`src/rtl/updown_arbiter.sv`:
```
// updown_arbiter: shared WIDTH-bit up/down counter with two requesters.
// Requesters are arbitrated round-robin, one command is applied per cycle,
// and the post-operation value is returned on a single tagged response
// register that back-pressures both requesters while it is held.
module updown_arbiter #(
  parameter int WIDTH = 32
) (
  input  logic             clock,
  input  logic             reset,
  input  logic             req0_valid,
  input  logic [1:0]       req0_op,
  input  logic [WIDTH-1:0] req0_data,
  output logic             req0_ready,
  input  logic             req1_valid,
  input  logic [1:0]       req1_op,
  input  logic [WIDTH-1:0] req1_data,
  output logic             req1_ready,
  output logic             resp_valid,
  input  logic             resp_ready,
  output logic             resp_id,
  output logic [WIDTH-1:0] resp_value,
  output logic             resp_wrap,
  output logic [WIDTH-1:0] value
);

  localparam logic [1:0] OP_UP   = 2'b00;
  localparam logic [1:0] OP_DOWN = 2'b01;
  localparam logic [1:0] OP_LOAD = 2'b10;

  // Architectural state
  logic [WIDTH-1:0] value_reg;
  logic             prio_reg;
  logic             resp_valid_reg;
  logic             resp_id_reg;
  logic [WIDTH-1:0] resp_value_reg;
  logic             resp_wrap_reg;

  // Result of the command being accepted this cycle
  logic [WIDTH-1:0] value_next;
  logic             wrap_next;

  // Arbitration signals
  logic             stall;
  logic             grant_any;
  logic             winner;

  // Requester channels gathered into indexable form
  logic [1:0]       valid_vec;
  logic [1:0]       ready_vec;
  logic [1:0]       op_arr   [2];
  logic [WIDTH-1:0] data_arr [2];

  assign valid_vec   = {req1_valid, req0_valid};
  assign op_arr[0]   = req0_op;
  assign op_arr[1]   = req1_op;
  assign data_arr[0] = req0_data;
  assign data_arr[1] = req1_data;

  // Each requester is ready only when it is the granted winner; since at most
  // one winner exists, at most one ready can be high.
  generate
    for (genvar gi = 0; gi < 2; gi++) begin : g_ready
      localparam logic ID = 1'(gi);
      assign ready_vec[gi] = grant_any && (winner == ID);
    end
  endgenerate

  assign req0_ready = ready_vec[0];
  assign req1_ready = ready_vec[1];

  // Round-robin grant; nothing is granted in reset or while a response is stuck.
  always_comb begin
    stall     = resp_valid_reg && !resp_ready;
    grant_any = 1'b0;
    winner    = 1'b0;
    if (!reset && !stall) begin
      if (&valid_vec) begin
        grant_any = 1'b1;
        winner    = prio_reg;
      end else if (valid_vec[0]) begin
        grant_any = 1'b1;
        winner    = 1'b0;
      end else if (valid_vec[1]) begin
        grant_any = 1'b1;
        winner    = 1'b1;
      end
    end
  end

  // Counter operation for the winning command; read leaves the value as is.
  always_comb begin
    value_next = value_reg;
    wrap_next  = 1'b0;
    case (op_arr[winner])
      OP_UP: begin
        value_next = value_reg + 1'b1;
        wrap_next  = &value_reg;
      end
      OP_DOWN: begin
        value_next = value_reg - 1'b1;
        wrap_next  = ~|value_reg;
      end
      OP_LOAD: begin
        value_next = data_arr[winner];
      end
      default: begin
        value_next = value_reg;
      end
    endcase
  end

  // State update: an accept reloads the response (even while one retires),
  // otherwise a retiring response simply drops valid and keeps its fields.
  always_ff @(posedge clock) begin
    if (reset) begin
      value_reg      <= '0;
      prio_reg       <= 1'b0;
      resp_valid_reg <= 1'b0;
      resp_id_reg    <= 1'b0;
      resp_value_reg <= '0;
      resp_wrap_reg  <= 1'b0;
    end else if (grant_any) begin
      value_reg      <= value_next;
      prio_reg       <= ~winner;
      resp_valid_reg <= 1'b1;
      resp_id_reg    <= winner;
      resp_value_reg <= value_next;
      resp_wrap_reg  <= wrap_next;
    end else if (resp_valid_reg && resp_ready) begin
      resp_valid_reg <= 1'b0;
    end
  end

  assign value      = value_reg;
  assign resp_valid = resp_valid_reg;
  assign resp_id    = resp_id_reg;
  assign resp_value = resp_value_reg;
  assign resp_wrap  = resp_wrap_reg;

endmodule

```
`config.mk`:
```
export PLATFORM = sky130hd
export DESIGN_NAME = updown_arbiter
export DESIGN_NICKNAME = d
export VERILOG_FILES = /design/src/rtl/updown_arbiter.sv
export SDC_FILE = /design/constraint.sdc
export NUM_CORES = 1
export LEC_CHECK = 0
export ABC_AREA = 0
export CAP_MARGIN = 5
export CORE_MARGIN = 4
export CORE_UTILIZATION = 47
export CTS_CLUSTER_SIZE = 25
export DETAILED_ROUTE_END_ITERATION = 10
export PLACE_DENSITY = 0.82
export RECOVER_POWER = 50
export SYNTH_ARGS = -nofsm -noshare
export SYNTH_HDL_FRONTEND = slang
export SYNTH_SLANG_ARGS = --single-unit
```
`constraint.sdc`:
```
create_clock -name clock -period 4.75 [get_ports clock]
set_clock_uncertainty 0.1 [all_clocks]
set_input_delay 0.7125 -clock clock [delete_from_list [all_inputs] [get_ports clock]]
set_output_delay 0.7125 -clock clock [all_outputs]
set_load 0.01 [all_outputs]
```
==> impl_metrics.toml <==
[cells_and_area]
syn_to_final_growth_pct = 30.4
layout_commonest_cell = "clkdlybuf4s50_1"
fillers = 762
postLayoutCellArea_sq_um = 5340
final_layout_size_suffix_gt1_frac = 0.0665
antenna-diode-count = 0
final_cell_mix = "90 x clkdlybuf4s50_1, 56 x a21oi_1, 53 x nand2_1"
seqCellArea_sq_um = 721
largest_register_ffs = 32
multi_input_area_sq_um = 2830
nets = 735

[clock_tree]
cts_resized = 0
cts_root_buffer = "clkbuf_8"
htreeDepth = 2
numCtsBuffers = 5
ctsHoldBuffers = 0
tritoncts = "built"
clock_path_buffers = 2
clkSinkCount = 36
clk_latency_ns = 0.31
post_cts_buffers = 0
clk_pin_slew_ns = 0.09

[die]
core_sq_um = 8340
die_h_um = 101
dieWidth_um = 101
fp-row-count = 33
fp.dieArea_sq_um = 10300
io_pins = 142
start_util = 0.491

[yosys]
synth_area_sq_um = 4100
yosysTopAreaCellShare = 0.176
ys_ff_latch = 36
synth_fp_nets = 655
synth.distinct_cells = 69
syn_area_per_cell_sq_um = 7.05
ys_seq_area_frac = 0.176
synth_async_sr_flop_share = 0
ys_warn_count = 0
synth_ff_type = "dfxtp_1"
synthTopCellsByArea = "dfxtp_1 18%, mux2i_1 9.0%, a21oi_1 6.8%, buf_4 6.0%, nor3_1 4.9%"
synthCells = 581
synth_area_leader_cell = "dfxtp_1"
synth_edf_count = 0

[power]
share_comb_of_total_power = 0.471
p_leak_nw = 2.10
finalPower_mw = 1.25
power_frac_clock = 0.196
p_switching_mw = 0.537
vdd_drop_max_v = 0.000137
pwr-share-seq = 0.333
power.internal_mw = 0.717
p_sw_frac = 0.428
p_per_area_nw_per_um2 = 235

[setup_path]
cp_slowest_cell = "mux2_2"
cp_cell_sequence = "clkdlybuf4s50_1, buf_4, inv_1, nand4_1, mux2_2, nand2_1, a31oi_1, nor4_1, a2111oi_0"
reg2reg_setup_slack_ns = 1.38
reg2regPathDepth = 7
required_ns = 4.79
r2r_start = "resp_value[10]"
cp-start-kind = "input pin"
reg2reg_to = "resp_value[27]"
slowest_delay_ns = 0.64
critPathMaxFanout = 33
worst_ep_arrival_time_ns = 4.03
critPathKind = "input pin to register"
endpoint_kind = "register"

[sta]
finalHoldViolations = 0
finalSetupViolCount = 0
tightest_slew_ns = 0.845
rsz0062_at_grt = "no"
fmax_ghz = 0.250
slew_viol_final = 0
max_slew_margin = 0.435
period_needed_ns = 3.99
finalCritPeriodShare = 0.841
hold_slack_ns = 0.389
tns_ns = 0

[global_routing]
grt_max_degree = 35
grt_pass1_vias = 4772
overflow = 0
grt.total_usage = 0.304
antenna_found_initial = 0
grt_pass1_wl_mm = 24.9

[min_path]
hold_end = "resp_id"
holdPathStages = 1
hp-start = "resp_id"
min_path_type = "register to register"

[drt]
drt-wirelength-per-cell_um = 20.5
drtPass1Iterations = 5
avgViaCountPerCell = 6.51
route.vias.total = 4995
routed_wl_mm = 15.7
drc = 0
drt-initial-drc-count = 551
ant_nets = 0

[place]
portBuffers = 141
dpl_cell_area_sq_um = 5250
dp_hpwl_mm = 11.7
gp_congestion = 0.920

[status]
outcome = "completed"

[job]
cap_violations = 0
-- per-stage QoR --
| stage | setup WS, ns | utilization | cells |
|---|---|---|---|
| after floorplan | 0.635 | - | 581 |
| after global placement | 0.570 | 0.629 | 759 |
| after detailed placement | 0.519 | 0.629 | 759 |
| after CTS | 0.831 | 0.641 | 767 |
| after global routing | 0.397 | 0.640 | 767 |
| final | 0.756 | 0.640 | 767 |
-- how the worst max path moves through the flow --
stage | cells past startpoint | from | endpoint | slack, ns
3_5_place_dp | 11 | reset | resp_value[4] | 0.52
5_1_grt | 11 | reset | resp_value[4] | 0.40
3_3_place_gp | 12 | req1_valid | resp_value[12] | 0.57
6_report | 9 | reset | resp_value[27] | 0.76
2_1_floorplan | 13 | reset | resp_value[18] | 0.64
4_1_cts | 11 | req1_valid | resp_value[26] | 0.83
-- cell usage after synthesis, types with 8 or more instances --
| master | instances |
|---|---|
| a21oi_1 | 56 |
| nand2_1 | 53 |
| nor3_1 | 40 |
| mux2i_1 | 37 |
| clkbuf_1 | 36 |
| dfxtp_1 | 36 |
| buf_4 | 33 |
| nor2_1 | 32 |
| nand3_1 | 29 |
| nand4_1 | 22 |
| nor4_1 | 17 |
| o21ai_0 | 15 |
| a31oi_1 | 14 |
| or3_1 | 13 |
| or4_1 | 13 |
| and3_1 | 8 |
| and4_1 | 8 |
| inv_1 | 8 |
-- layer usage --
layer	track usage	wire length [um]
met1	0.410	6550
met2	0.479	7130
met3	0.0751	1670
met4	0.0920	399
met5	0	0
-- final cells by class --
class / instances / share of cell area
Inverter: 10 / 0.00703
Tap cell: 105 / 0.0246
Sequential cell: 36 / 0.135
Clock buffer: 5 / 0.0129
Timing Repair Buffer: 157 / 0.287
Clock inverter: 3 / 0.00445
Multi-Input combinational cell: 451 / 0.529
-- power by group through the flow --
stage	sequential [mW]	clock, mW	combinational (mW)
2_1_floorplan	0.386	0	0.391
3_3_place_gp	0.422	0	0.591
5_1_grt	0.424	0.263	0.639
4_1_cts	0.415	0.251	0.599
6_report	0.417	0.246	0.591
3_5_place_dp	0.423	0	0.596
-- critical path, delay by kind of cell --
family	cells	cell delay [ns]
buffers and inverters	3	1.34
AOI/OAI and AO/OA	2	0.77
muxes	1	0.64
and+or+nand+nor	3	0.56
-- kinds of logic (layout without fill, tap and decap cells) --
logic type	count (synthesis)	after routing	share of synthesized area
compound gates	144	144	0.234
xor+xnor	1	1	0.00214
fa+ha+maj	1	1	0.00305
buf+inv	94	175	0.136
flops	36	36	0.176
mux	40	40	0.0987
simple gates	265	265	0.350
(Power assumes the default switching activity.)
